`src/rtl/audio_sample_fifo_if.sv`:
```
// Register-bus bundle for the audio sample FIFO: one request/ready handshake,
// a 4-bit register offset, byte strobes (all zero for a read) and 32-bit data.
interface audio_sample_fifo_if;
    logic        sel;
    logic        valid;
    logic        ready;
    logic [3:0]  wstrb;
    logic [3:0]  addr;
    logic [31:0] wdata;
    logic [31:0] rdata;

    modport master (
        output sel, valid, wstrb, addr, wdata,
        input  ready, rdata
    );

    modport slave (
        input  sel, valid, wstrb, addr, wdata,
        output ready, rdata
    );
endinterface

```
`src/rtl/audio_sample_fifo.sv`:
```
// Bus-fed 12-bit sample FIFO that pops one sample per divider tick toward a
// PDM DAC, with sticky under/overflow flags and a low-water interrupt.
module audio_sample_fifo #(
    parameter int DEPTH       = 16,   // power of two, 4..32
    parameter int DIV_DEFAULT = 1999
) (
    input  logic                 CLK,
    input  logic                 resetn,
    audio_sample_fifo_if.slave   bus,
    output logic [11:0]          sample,
    output logic                 irq
);

    localparam int AW = $clog2(DEPTH);
    localparam int LW = AW + 1;

    localparam logic [3:0] ADDR_DATA   = 4'h0;
    localparam logic [3:0] ADDR_STATUS = 4'h4;
    localparam logic [3:0] ADDR_DIV    = 4'h8;
    localparam logic [3:0] ADDR_CTRL   = 4'hC;

    logic [11:0]   mem [DEPTH];
    logic [AW-1:0] wptr, rptr, wptr_n, rptr_n;
    logic [LW-1:0] level, level_n;
    logic          enable, enable_n;
    logic [5:0]    thresh, thresh_n;
    logic [15:0]   div, div_n, cnt, cnt_n;
    logic          underflow, underflow_n, overflow, overflow_n;
    logic          irq_n;

    logic accept, rd, wr;
    logic wr_data, wr_status, wr_div, wr_ctrl;
    logic flush, tick, empty, full, pop, push, push_drop;
    logic [31:0] rd_mux;

    // Upper data bits carry no register field.
    logic unused_ok;
    assign unused_ok = ^bus.wdata[31:16];

    // A new transfer is taken only while ready is low, so a held request
    // completes on alternate cycles and each write acts exactly once.
    assign accept    = bus.sel && bus.valid && !bus.ready;
    assign wr        = accept && (|bus.wstrb);
    assign rd        = accept && !(|bus.wstrb);
    assign wr_data   = wr && (bus.addr == ADDR_DATA);
    assign wr_status = wr && (bus.addr == ADDR_STATUS);
    assign wr_div    = wr && (bus.addr == ADDR_DIV);
    assign wr_ctrl   = wr && (bus.addr == ADDR_CTRL);
    assign flush     = wr_ctrl && bus.wdata[1];

    assign tick  = enable && (cnt == 16'd0);
    assign empty = (level == '0);
    assign full  = (level == LW'(DEPTH));

    // When full, the coincident pop frees the slot the push then takes.
    assign pop       = tick && !empty && !flush;
    assign push      = wr_data && (!full || pop);
    assign push_drop = wr_data && full && !pop;

    // NOTE: every output of a combinational block gets a default first, so no
    // path through the if/case leaves it unassigned and infers a latch.
    always_comb begin
        wptr_n  = wptr;
        rptr_n  = rptr;
        level_n = level;
        if (flush) begin
            wptr_n  = '0;
            rptr_n  = '0;
            level_n = '0;
        end else begin
            if (push) wptr_n = wptr + AW'(1);
            if (pop)  rptr_n = rptr + AW'(1);
            level_n = level + LW'(push) - LW'(pop);
        end
    end

    always_comb begin
        enable_n = enable;
        thresh_n = thresh;
        div_n    = div;
        if (wr_ctrl) begin
            enable_n = bus.wdata[0];
            thresh_n = bus.wdata[13:8];
        end
        if (wr_div) div_n = bus.wdata[15:0];
    end

    // A DIV write restarts the period from the new value; disabled holds at DIV.
    always_comb begin
        cnt_n = cnt;
        if (wr_div)
            cnt_n = bus.wdata[15:0];
        else if (!enable || cnt == 16'd0)
            cnt_n = div;
        else
            cnt_n = cnt - 16'd1;
    end

    // Setting wins over a same-edge clear so no event is lost.
    always_comb begin
        underflow_n = (underflow && !(wr_status && bus.wdata[10])) || (tick && empty);
        overflow_n  = (overflow  && !(wr_status && bus.wdata[11])) || push_drop;
        irq_n       = enable_n && (6'(level_n) <= thresh_n);
    end

    always_comb begin
        rd_mux = '0;
        case (bus.addr)
            ADDR_STATUS: rd_mux = {20'd0, overflow, underflow, full, empty, 2'b00, 6'(level)};
            ADDR_DIV:    rd_mux = {16'd0, div};
            ADDR_CTRL:   rd_mux = {18'd0, thresh, 6'd0, 1'b0, enable};
            default:     rd_mux = '0;
        endcase
    end

    // NOTE: clocked state uses non-blocking assignments so every register
    // samples pre-edge values regardless of statement order.
    always_ff @(posedge CLK) begin
        if (!resetn) begin
            bus.ready <= 1'b0;
            bus.rdata <= '0;
            sample    <= 12'h800;
            irq       <= 1'b0;
            wptr      <= '0;
            rptr      <= '0;
            level     <= '0;
            enable    <= 1'b0;
            thresh    <= '0;
            div       <= 16'(DIV_DEFAULT);
            cnt       <= 16'(DIV_DEFAULT);
            underflow <= 1'b0;
            overflow  <= 1'b0;
        end else begin
            bus.ready <= accept;
            if (accept) bus.rdata <= rd ? rd_mux : 32'd0;
            if (pop)    sample    <= mem[rptr];
            irq       <= irq_n;
            wptr      <= wptr_n;
            rptr      <= rptr_n;
            level     <= level_n;
            enable    <= enable_n;
            thresh    <= thresh_n;
            div       <= div_n;
            cnt       <= cnt_n;
            underflow <= underflow_n;
            overflow  <= overflow_n;
        end
    end

    // NOTE: the sample store is deliberately not reset; level and pointers
    // gate every read, and a reset-free array maps onto RAM.
    always_ff @(posedge CLK) begin
        if (push) mem[wptr] <= bus.wdata[11:0];
    end

endmodule

```
`src/flat_wrapper.sv`:
```
// flat-port wrapper written by rule: the top's interface ports become plain ports
module audio_sample_fifo_flat 
#(
    parameter int DEPTH       = 16,                         
    parameter int DIV_DEFAULT = 1999
)
  (CLK, resetn, sample, irq, bus_sel, bus_valid, bus_wstrb, bus_addr, bus_wdata, bus_ready, bus_rdata);
  audio_sample_fifo_if bus_i ();
  input  logic CLK;
  input  logic resetn;
  output logic [11:0] sample;
  output logic irq;
  input wire logic [$bits(bus_i.sel)-1:0] bus_sel;
  input wire logic [$bits(bus_i.valid)-1:0] bus_valid;
  input wire logic [$bits(bus_i.wstrb)-1:0] bus_wstrb;
  input wire logic [$bits(bus_i.addr)-1:0] bus_addr;
  input wire logic [$bits(bus_i.wdata)-1:0] bus_wdata;
  output wire logic [$bits(bus_i.ready)-1:0] bus_ready;
  output wire logic [$bits(bus_i.rdata)-1:0] bus_rdata;
  assign bus_i.sel = bus_sel;
  assign bus_i.valid = bus_valid;
  assign bus_i.wstrb = bus_wstrb;
  assign bus_i.addr = bus_addr;
  assign bus_i.wdata = bus_wdata;
  assign bus_ready = bus_i.ready;
  assign bus_rdata = bus_i.rdata;
  audio_sample_fifo #(.DEPTH(DEPTH), .DIV_DEFAULT(DIV_DEFAULT)) u_core (.CLK(CLK), .resetn(resetn), .bus(bus_i), .sample(sample), .irq(irq));
endmodule
```
`config.mk`:
```
export PLATFORM = sky130hd
export DESIGN_NAME = audio_sample_fifo_flat
export DESIGN_NICKNAME = d
export VERILOG_FILES = /design/src/rtl/audio_sample_fifo_if.sv /design/src/rtl/audio_sample_fifo.sv /design/src/flat_wrapper.sv
export SDC_FILE = /design/constraint.sdc
export NUM_CORES = 1
export LEC_CHECK = 0
export CAP_MARGIN = 20
export CORE_MARGIN = 8
export CORE_UTILIZATION = 62
export DETAILED_ROUTE_END_ITERATION = 10
export GPL_ROUTABILITY_DRIVEN = 0
export GPL_TIMING_DRIVEN = 0
export PLACE_DENSITY = 0.82
export SLEW_MARGIN = 10
export SYNTH_ARGS = -nofsm -noshare
export SYNTH_HDL_FRONTEND = slang
export SYNTH_SLANG_ARGS = --single-unit
```
`constraint.sdc`:
```
create_clock -name CLK -period 5.9 [get_ports CLK]
set_input_delay 0.59 -clock CLK [delete_from_list [all_inputs] [get_ports CLK]]
set_output_delay 0.59 -clock CLK [all_outputs]
set_load 0.01 [all_outputs]
```
==> impl_metrics.yaml <==
global_route:
  grt_overflow_total: 0
  grt_first_pass_wirelength_microns: 44200
  antenna_found_initial: 0
  grt_pass1_vias: 7700
  grt_max_degree: 22
  grt.total_usage_pct: 25.9
synthesis:
  synth_seq_area_share_pct: 65.6
  synth-seq-cells: 276
  yosysWarnings: 0
  synth_area_leaders: "edfxtp_1 51%, dfxtp_1 15%, mux4_2 9.5%, a22oi_1 2.2%, a21oi_1 2.0%"
  synth_edf_count: 192
  synthArstFlopShare_pct: 0
  syn_inst: 787
  syn-cell-area_sq_um: 11400
  ys.flop_type: "edfxtp_1"
  synth_top_area_share_pct: 50.8
  yosysTopAreaCell: "edfxtp_1"
  avgSynthCellArea_sq_um: 14.4
  synthDistinctLibCells: 58
worst_setup_path:
  ff2ff_setup_slack_ns: 1.62
  critPathKind: "in2reg"
  r2r-start: "u_core.cnt[2]$_SDFF_PN1_"
  critPathMaxFanout: 21
  worst-path-stages: 18
  crit_family: "buffers and inverters"
  crit_path_start_kind: "input pin"
  critPathArrivalTime_ns: 4.82
  reg2reg_depth: 18
  crit_buf_inv: 2
  cp-endpoint: "u_core.irq$_SDFF_PN0_"
  required_ns: 6.34
  critPathCaptureType: "register"
  r2r_end: "u_core.irq$_SDFF_PN0_"
  crit_start: "bus_wdata[1]"
  critPathSlowestCell: "clkdlybuf4s50_1"
  critPathMaxStageDelay_ns: 1.04
  crit_chain: "clkdlybuf4s50_1 -> nand4_2 -> nand4bb_1 -> clkbuf_1 -> nand2_1 -> nand2_1 -> ha_1 -> fa_1 -> a21oi_1 -> nor2_1 -> nor2_1 -> xnor2_1 -> a21oi_1 -> ha_1 -> o21ai_0 -> a21oi_1 -> o221ai_1 -> and2_1"
  cpMostUsedCell: "a21oi_1"
layout:
  design_area_sq_um: 13100
  finalNonFillerCells: 1136
  nets: 949
  fin_util_pct: 73.1
  filler_cell_count: 1094
  syn2layout_area_growth_pct: 15.6
  antenna_cells: 0
  drive_above_1_share_pct: 14.8
power:
  intPower_mw: 3.05
  power_leakage_nw: 4.41
  ir_drop_uv: 295
  power_frac_clock_pct: 43.6
  power_frac_seq_pct: 53.8
  p_per_area_nw_per_um2: 293
  p_sw_share_pct: 20.8
  p_switching_uw: 800
  power_frac_comb_pct: 2.6
  power_mw: 3.85
routing:
  drt_first_iter_violations: 926
  detail-route-antenna-nets: 0
  vias: 7566
  dr.pass1.iters: 5
  viasPerCell: 6.66
  routedWlPerCell_microns: 25.7
  wl_microns: 29100
  drcViolationCount: 0
flow_run:
  maxCapViolCount: 0
sta:
  finalWorstPathRequiredPeriod_ns: 4.38
  period_share_pct: 74.3
  finalHoldViolCount: 0
  worst_slew_pin_slew_ns: 0.966
  hold_ws_ns: 0.458
  slew_violations: 0
  finalSetupViolCount: 0
  max_slew_margin_pct: 35.6
  setup-tns-final_ns: 0
  fmax_ghz: 0.228
  setup_ws_ns: 1.52
  grt_setup_unrepaired: "false"
  fin_skew_ns: 0.0287
placement:
  place_area_sq_um: 12300
  place_hpwl_microns: 18800
  placed_cells: 1088
  pre_cts_slack_ns: 1.05
  io_buffers: 56
run_status:
  status: "completed"
floorplanning:
  core_area_sq_um: 18000
  dieHeight_microns: 151
  io_pins: 90
  die-area_sq_um: 22900
  start_util_pct: 63.2
  fp-row-count: 49
  die_w_microns: 151
clock_network:
  cts_resized: 0
  htree_levels: 1
  cts_sinks: 276
  cts_tree: "done"
  clkSlewWorstSetupHoldPaths_ns: 0.06
  clk_latency_ns: 0.55
  postCtsSetupBuffers: 0
  cts-root-buf: "clkbuf_16"
  numCtsBuffers: 26
  clock_path_buffers: 3
  postCtsHoldBufs: 0
hold_path:
  hold_class: "reg2reg"
==> how the worst min path moves through the flow <==
stage	startpoint	end	cells after the start
after floorplan	u_core.underflow$_SDFF_PN0_	u_core.underflow$_SDFF_PN0_	2
after global placement	u_core.overflow$_SDFF_PN0_	u_core.overflow$_SDFF_PN0_	2
after detailed placement	u_core.sample[9]$_SDFFE_PN0P_	u_core.sample[9]$_SDFFE_PN0P_	2
after CTS	u_core.sample[9]$_SDFFE_PN0P_	u_core.sample[9]$_SDFFE_PN0P_	2
after global routing	u_core.underflow$_SDFF_PN0_	u_core.underflow$_SDFF_PN0_	2
final	u_core.sample[9]$_SDFFE_PN0P_	u_core.sample[9]$_SDFFE_PN0P_	2
==> placed cells by master, fill, tap and decap left out, types with 4 or more instances in the layout <==
master	Yosys	routed
buf_4	17	18
nor3_1	12	11
o221ai_1	6	6
clkinv_4	0	4
nand4_1	4	4
ha_1	17	17
clkdlybuf4s50_1	0	56
dfxtp_1	84	84
xor2_1	4	4
a21o_1	12	12
edfxtp_1	192	192
mux2i_1	14	14
and3_1	21	21
a222oi_1	5	5
nor2b_1	7	6
clkinv_1	0	5
a21oi_1	46	46
inv_1	9	9
clkbuf_16	0	26
xnor2_1	12	12
a22oi_1	33	33
clkbuf_1	25	29
nand3_1	19	19
mux4_2	48	48
o21ai_0	11	11
and2_1	6	6
conb_1	1	16
nand2_1	60	60
nor2_1	57	57
buf_2	16	16
==> cell type report <==
class                      count  area (sq um)  share of cell area [%]
sequential                   276          7450                    56.7
multi-input combinational    458          3630                    27.7
clock buffer                  30           666                    5.07
timing repair buffer          57           568                    4.33
buffer                        58           302                    2.30
tap                          229           287                    2.18
clock inverter                18           191                    1.46
inverter                      10          37.5                   0.286
==> cell families (layout without fill, tap and decap cells) <==
kind of cell	count (synthesis)	in the layout	share of synthesized area, %
multiplexers	63	63	10.9
XOR/XNOR	16	16	1.23
AND/OR/NAND/NOR	214	214	9.62
other	1	16	0.0330
AO/OA/AOI/OAI	131	131	7.66
flip-flops	276	276	65.6
buffers and inverters	68	173	2.99
adder cells (fa/ha/maj)	18	18	2.05
==> sequential cells by signal, summed over array words and instances, names as in the netlist <==
signal	flops
u_core.bus.rdata	16
u_core.bus.ready	1
u_core.cnt	16
u_core.div	16
u_core.enable	1
u_core.irq	1
u_core.level	5
u_core.mem	192
u_core.overflow	1
u_core.rptr	4
u_core.sample	12
u_core.thresh	6
u_core.underflow	1
u_core.wptr	4
==> Yosys cell counts (all sizes together) (4+ instances only) <==
| library cell | count |
|---|---|
| a21o | 12 |
| ha | 17 |
| o311ai | 4 |
| edfxtp | 192 |
| and2 | 7 |
| mux2i | 14 |
| a21oi | 46 |
| a222oi | 5 |
| and3 | 21 |
| nand3 | 19 |
| buf | 33 |
| dfxtp | 84 |
| a22oi | 33 |
| clkbuf | 25 |
| inv | 10 |
| o21ai | 12 |
| xor2 | 4 |
| xnor2 | 12 |
| nand2 | 60 |
| nor2b | 7 |
| nand4 | 5 |
| nor2 | 57 |
| nor4b | 4 |
| nor4 | 5 |
| mux4 | 48 |
| o221ai | 6 |
| nor3 | 12 |
==> metal layers <==
layer  track usage, %  share of wire, %  routed length [microns]
met4             11.7               3.9                     1150
met3             5.86                11                     3290
met1             33.0                36                    10500
met2             41.8                49                    14200
met5                0                 0                        0
==> power by group through the flow <==
stage | logic [mW] | registers [mW] | clock network [mW]
finish | 0.0987 | 2.07 | 1.68
global route | 0.105 | 2.07 | 1.75
CTS | 0.0959 | 2.07 | 1.68
detailed placement | 0.0949 | 2.12 | 0
global placement | 0.0905 | 2.12 | 0
floorplan | 0.0394 | 2.12 | 0
==> worst min-delay path: stages (launching register included) <==
cell and delay [ns]:
dfxtp_1 0.31, nand2_1 0.05, a21oi_1 0.05
No activity file was read; power rests on OpenSTA's default activity.
